==> src/rtl/reg_bank_if.sv <==
// Write/clear bus and parallel register outputs of the register bank.
interface reg_bank_if;
    logic        wr_en;
    logic [3:0]  wr_addr;
    logic [1:0]  wr_mode;
    logic [15:0] wr_data;
    logic        clr_req;
    logic        busy;
    logic        wr_drop;
    logic [15:0] r0, r1, r2, r3, r4, r5, r6, r7;
    logic [15:0] r8, r9, r10, r11, r12, r13, r14, r15;

    modport master (
        output wr_en, wr_addr, wr_mode, wr_data, clr_req,
        input  busy, wr_drop,
        input  r0, r1, r2, r3, r4, r5, r6, r7, r8, r9, r10, r11, r12, r13, r14, r15
    );

    modport slave (
        input  wr_en, wr_addr, wr_mode, wr_data, clr_req,
        output busy, wr_drop,
        output r0, r1, r2, r3, r4, r5, r6, r7, r8, r9, r10, r11, r12, r13, r14, r15
    );
endinterface

==> src/rtl/reg_bank.sv <==
// Sixteen-entry 16-bit register bank with one write port and a
// one-register-per-cycle bulk-clear sweep.
module reg_bank #(
    parameter bit          ZERO_R0   = 1'b0,
    parameter logic [15:0] RESET_VAL = 16'h0000
) (
    input logic         clk,
    input logic         reset,
    reg_bank_if.slave   bus
);

    typedef enum logic {StIdle, StClear} state_t;

    state_t      state_q, state_d;
    logic [3:0]  ptr_q, ptr_d;
    logic        drop_q, drop_d;
    logic [15:0] regs_q [16];
    logic [15:0] regs_d [16];
    logic [15:0] wr_word;
    logic        wr_live;

    // A write request that would actually modify a register.
    assign wr_live = bus.wr_en && (bus.wr_mode != 2'b11) &&
                     !(ZERO_R0 && (bus.wr_addr == 4'd0));

    // Merge write data with the current register contents according to the mode.
    always_comb begin
        wr_word = regs_q[bus.wr_addr];
        unique case (bus.wr_mode)
            2'b00:   wr_word = bus.wr_data;
            2'b01:   wr_word = {regs_q[bus.wr_addr][15:8], bus.wr_data[7:0]};
            2'b10:   wr_word = {bus.wr_data[7:0], 8'h00};
            default: wr_word = regs_q[bus.wr_addr];
        endcase
    end

    // Next-state: writes in idle, sweep in clear; writes during the sweep are dropped.
    always_comb begin
        state_d = state_q;
        ptr_d   = ptr_q;
        drop_d  = 1'b0;
        regs_d  = regs_q;
        unique case (state_q)
            StIdle: begin
                if (wr_live) begin
                    regs_d[bus.wr_addr] = wr_word;
                end
                // Same-edge write and clear: write lands now, sweep overwrites it later.
                if (bus.clr_req) begin
                    state_d = StClear;
                    ptr_d   = 4'd0;
                end
            end
            StClear: begin
                regs_d[ptr_q] = RESET_VAL;
                drop_d        = wr_live;
                if (ptr_q == 4'd15) begin
                    state_d = StIdle;
                    ptr_d   = 4'd0;
                end else begin
                    ptr_d = ptr_q + 4'd1;
                end
            end
        endcase
    end

    // State, pointer, drop pulse and register storage.
    always_ff @(posedge clk or posedge reset) begin
        if (reset) begin
            state_q <= StIdle;
            ptr_q   <= 4'd0;
            drop_q  <= 1'b0;
            for (int i = 0; i < 16; i++) begin
                regs_q[i] <= RESET_VAL;
            end
        end else begin
            state_q <= state_d;
            ptr_q   <= ptr_d;
            drop_q  <= drop_d;
            regs_q  <= regs_d;
        end
    end

    assign bus.busy    = (state_q == StClear);
    assign bus.wr_drop = drop_q;

    assign bus.r0  = ZERO_R0 ? RESET_VAL : regs_q[0];
    assign bus.r1  = regs_q[1];
    assign bus.r2  = regs_q[2];
    assign bus.r3  = regs_q[3];
    assign bus.r4  = regs_q[4];
    assign bus.r5  = regs_q[5];
    assign bus.r6  = regs_q[6];
    assign bus.r7  = regs_q[7];
    assign bus.r8  = regs_q[8];
    assign bus.r9  = regs_q[9];
    assign bus.r10 = regs_q[10];
    assign bus.r11 = regs_q[11];
    assign bus.r12 = regs_q[12];
    assign bus.r13 = regs_q[13];
    assign bus.r14 = regs_q[14];
    assign bus.r15 = regs_q[15];

endmodule
==> src/flat_wrapper.sv <==
// flat-port wrapper written by rule: the top's interface ports become plain ports
module reg_bank_flat 
#(
    parameter bit          ZERO_R0   = 1'b0,
    parameter logic [15:0] RESET_VAL = 16'h0000
)
  (clk, reset, bus_wr_en, bus_wr_addr, bus_wr_mode, bus_wr_data, bus_clr_req, bus_busy, bus_wr_drop, bus_r0, bus_r1, bus_r2, bus_r3, bus_r4, bus_r5, bus_r6, bus_r7, bus_r8, bus_r9, bus_r10, bus_r11, bus_r12, bus_r13, bus_r14, bus_r15);
  reg_bank_if bus_i ();
  input logic clk;
  input logic reset;
  input wire logic [$bits(bus_i.wr_en)-1:0] bus_wr_en;
  input wire logic [$bits(bus_i.wr_addr)-1:0] bus_wr_addr;
  input wire logic [$bits(bus_i.wr_mode)-1:0] bus_wr_mode;
  input wire logic [$bits(bus_i.wr_data)-1:0] bus_wr_data;
  input wire logic [$bits(bus_i.clr_req)-1:0] bus_clr_req;
  output wire logic [$bits(bus_i.busy)-1:0] bus_busy;
  output wire logic [$bits(bus_i.wr_drop)-1:0] bus_wr_drop;
  output wire logic [$bits(bus_i.r0)-1:0] bus_r0;
  output wire logic [$bits(bus_i.r1)-1:0] bus_r1;
  output wire logic [$bits(bus_i.r2)-1:0] bus_r2;
  output wire logic [$bits(bus_i.r3)-1:0] bus_r3;
  output wire logic [$bits(bus_i.r4)-1:0] bus_r4;
  output wire logic [$bits(bus_i.r5)-1:0] bus_r5;
  output wire logic [$bits(bus_i.r6)-1:0] bus_r6;
  output wire logic [$bits(bus_i.r7)-1:0] bus_r7;
  output wire logic [$bits(bus_i.r8)-1:0] bus_r8;
  output wire logic [$bits(bus_i.r9)-1:0] bus_r9;
  output wire logic [$bits(bus_i.r10)-1:0] bus_r10;
  output wire logic [$bits(bus_i.r11)-1:0] bus_r11;
  output wire logic [$bits(bus_i.r12)-1:0] bus_r12;
  output wire logic [$bits(bus_i.r13)-1:0] bus_r13;
  output wire logic [$bits(bus_i.r14)-1:0] bus_r14;
  output wire logic [$bits(bus_i.r15)-1:0] bus_r15;
  assign bus_i.wr_en = bus_wr_en;
  assign bus_i.wr_addr = bus_wr_addr;
  assign bus_i.wr_mode = bus_wr_mode;
  assign bus_i.wr_data = bus_wr_data;
  assign bus_i.clr_req = bus_clr_req;
  assign bus_busy = bus_i.busy;
  assign bus_wr_drop = bus_i.wr_drop;
  assign bus_r0 = bus_i.r0;
  assign bus_r1 = bus_i.r1;
  assign bus_r2 = bus_i.r2;
  assign bus_r3 = bus_i.r3;
  assign bus_r4 = bus_i.r4;
  assign bus_r5 = bus_i.r5;
  assign bus_r6 = bus_i.r6;
  assign bus_r7 = bus_i.r7;
  assign bus_r8 = bus_i.r8;
  assign bus_r9 = bus_i.r9;
  assign bus_r10 = bus_i.r10;
  assign bus_r11 = bus_i.r11;
  assign bus_r12 = bus_i.r12;
  assign bus_r13 = bus_i.r13;
  assign bus_r14 = bus_i.r14;
  assign bus_r15 = bus_i.r15;
  reg_bank #(.ZERO_R0(ZERO_R0), .RESET_VAL(RESET_VAL)) u_core (.clk(clk), .reset(reset), .bus(bus_i));
endmodule
==> config.mk <==
export PLATFORM = sky130hd
export DESIGN_NAME = reg_bank_flat
export DESIGN_NICKNAME = d
export VERILOG_FILES = /design/src/rtl/reg_bank_if.sv /design/src/rtl/reg_bank.sv /design/src/flat_wrapper.sv
export SDC_FILE = /design/constraint.sdc
export NUM_CORES = 1
export LEC_CHECK = 0
export ABC_AREA = 1
export CORE_UTILIZATION = 24
export DETAILED_ROUTE_END_ITERATION = 7
export SETUP_SLACK_MARGIN = 0.5
export SKIP_CTS_REPAIR_TIMING = 1
export SKIP_LAST_GASP = 1
export SLEW_MARGIN = 20
export SYNTH_ARGS = -nofsm -noshare
export SYNTH_HDL_FRONTEND = slang
export SYNTH_SLANG_ARGS = --single-unit
export TNS_END_PERCENT = 30
==> constraint.sdc <==
create_clock -name clk -period 10.9 [get_ports clk]
set_input_delay 3.27 -clock clk [delete_from_list [all_inputs] [get_ports clk]]
set_output_delay 3.27 -clock clk [all_outputs]
set_load 0.05 [all_outputs]
==> impl_results.md <==
* Hold_sp: u_core.bus.r8[11]
* TritonRoute pass-1 iters at 8
* Met2 Track Usage GR at 33.3%
* Met3 Resource Use GR at 6.65%
* Reg clk slew, reported paths at 60 ps
* #FFs+latches synth at 262
* Vias in the first global route at 15.2k
* YS warnings at 0
* Core ar. at 63400 um2
* Syn Std Cell Area at 15500 um2
* Worst slew margin at 21.0%
* Largest stage delay, worst path at 690 ps
* Syn avg cell area at 6.88 um2
* Crit path max fanout at 70
* Hold path depth at 2
* Antenna violations before repair at 4
* Post-synth cell types at 33
* WL/cell at 22.5 um
* Dpl hpwl at 50300 um
* Critical path capture point type: flip-flop
* Leading area contributor after synthesis: dfrtp_1
* Clock sink count at 262
* Via density at 5.13
* Largest cells by area after synthesis: dfrtp_1, nand2_1, a31oi_1
* Worst Path Arrival at 6850 ps
* Worst Skew at 25.7 ps
* Die Area at 65500 um2
* Seq/Total Area, Yosys at 42.3%
* Max Fclk at 157 MHz
* Critical path buffers and inverters at 5
* Port Buffers at 283
* Total grt overflow at 0
* Fin. max-slew vios at 0
* Most frequent cells in the layout: nand2_1, clkdlybuf4s50_1, dfrtp_1, nor2_1, a21oi_1
* Critical-path cell list: buf_2, buf_4, inv_2, buf_4, nand2_1, nor2_1, o21ai_2, inv_1, nor2_1, a21oi_1
* Routing usage on met1 at 29.4%
* Die Span Y at 256 um
* RSZ-0062 raised after global routing: no
* Reg2reg start: u_core.bus.busy
* Transition time of the tightest slew-check pin at 1180 ps
* Syn Nets at 2280
* CTS root buffer: clkbuf_16
* Max-cap viol count at 0
* First-pass GRT wire length at 107000 um
* Cell family with most CP delay: buffers and inverters
* Final setup fails at 0
* Final Power at 7.23 mW
* Register area at 6560 um2
* Row Count at 92
* Num CTS Buffers at 31
* Commonest non-fill, non-tap cell in the layout: nand2_1
* Slowest-stage cell, CP: buf_4
* CTS tree: done
* WP data required at 11380 ps
* Post-Route WL at 74300 um
* R2R setup slack at 6690 ps
* Largest net degree at the start of global routing at 224
* CP Launch Type: input port
* Fill cells at 6895
* Clk buf depth at 3
* Hold crit path type: flip-flop to flip-flop
* Finished Layout Cells at 3299
* Synth top area share at 42.3%
* PwrDens at 367 nW/um2
* GRT Overall Usage at 21.8%
* Number of I/O pins at 284
* WS Path Type: input port to flip-flop
* Via count at 16.9k
* Busiest grt layer: met2
* Layout cells sized above 1 at 5.59%
* Worst VDD drop at 149 uV
* Status: completed
* TNS Setup at 0 ps
* Critical path origin: bus_wr_addr[1]
* FF-to-FF path depth at 6
* Worst flop-to-flop path endpoint: u_core.bus.r9[3]
* DRT iter0 DRCs at 1973
* NumNets Final at 2456
* Initial core utilization at 24.4%
* GP Congestion at 0.885
* Remaining DRCs at 0
* ANT nets after route at 0
* Worst-skew pair later-pin latency at 610 ps
* Footprint of the multi-input gates at 7750 um2
* Dpl cells at 3239
* H-tree depth at 1
* Final Cycle Share at 58.4%
* Final hold viol count at 0
* Worst hold slack at 557 ps
* Die Wd at 256 um
* Mapped Cells at 2250
* Hold Path End: u_core.bus.r8[11]
* Layout area overhead at 27.4%
* LEAKAGE at 8.79 nW
* Tmin final at 6370 ps
==> layer usage <==
metal | up-vias | part of all wire [%]
met2 | 955 | 45
met3 | 118 | 11
met5 | - | 0.16
li1 | 7717 | -
met1 | 8122 | 40
met4 | 4 | 2.9
==> cell type report <==
type / count / area share, %
clock inverter: 18 / 0.888
clock buffer: 39 / 4.39
multi-input combinational: 1740 / 39.3
tap: 846 / 5.37
timing repair buffer: 295 / 14.9
sequential: 262 / 33.3
inverter: 96 / 1.86
antenna: 3 / 0.0381
==> tightest hold or removal path, cell delays in order, from the launching register on <==
cell and delay, ps:
dfrtp_1 370, inv_1 60, o21ai_0 70
==> cell usage after synthesis <==
cell type    n
o21ai_4      3
a31oi_1    193
o21ai_2     10
nor2_2       3
o22ai_1      1
o21ai_1     18
a21oi_2      2
inv_4        1
nor4_4       1
o32ai_1      1
clkbuf_2     1
nor2_1     213
clkinv_1     1
nand2_1    933
nand2_4      2
nand2_2     22
dfrtp_1    262
inv_1       81
o21ai_0     81
buf_1        3
clkbuf_1    44
inv_2       13
buf_4       29
nor3_1       1
ha_1         4
buf_6        8
nor2_4       2
buf_2       67
nand3_1     32
xor2_1       1
a21oi_1    210
a31o_2       1
nor3_2       6
==> power breakdown <==
| part | internal [mW] | switching, mW |
|---|---|---|
| clock network | 0.631 | 0.463 |
| logic | 1.28 | 2.90 |
| registers | 1.40 | 0.557 |
==> cell families after synthesis <==
family	Yosys count	synth area share, %
and+or+nand+nor	1215	30.7
AOI/OAI and AO/OA	520	18.9
DFF	262	42.3
buffers and inverters	248	7.67
adders and majority gates	4	0.323
xor gates and xnor gates	1	0.0566
==> worst max path at each step <==
stage | to | slack [ps] | cells after the start
floorplan | u_core.bus.busy | 4170 | 1
global placement | u_core.bus.r5[12] | 4060 | 10
detailed placement | u_core.bus.r5[8] | 4020 | 10
CTS | u_core.bus.r13[12] | 4640 | 10
global route | u_core.bus.r5[10] | 4270 | 10
finish | u_core.bus.r5[8] | 4530 | 10
==> through the flow <==
step	setup slack [ps]	util (%)	instance area, um2
finish	4530	31.1	19700
global route	4270	31.1	19700
CTS	4640	31.1	19700
detailed placement	4020	29.4	18700
global placement	4060	29.4	18700
floorplan	4170	-	15500
Power figures use the tool's default switching activity.
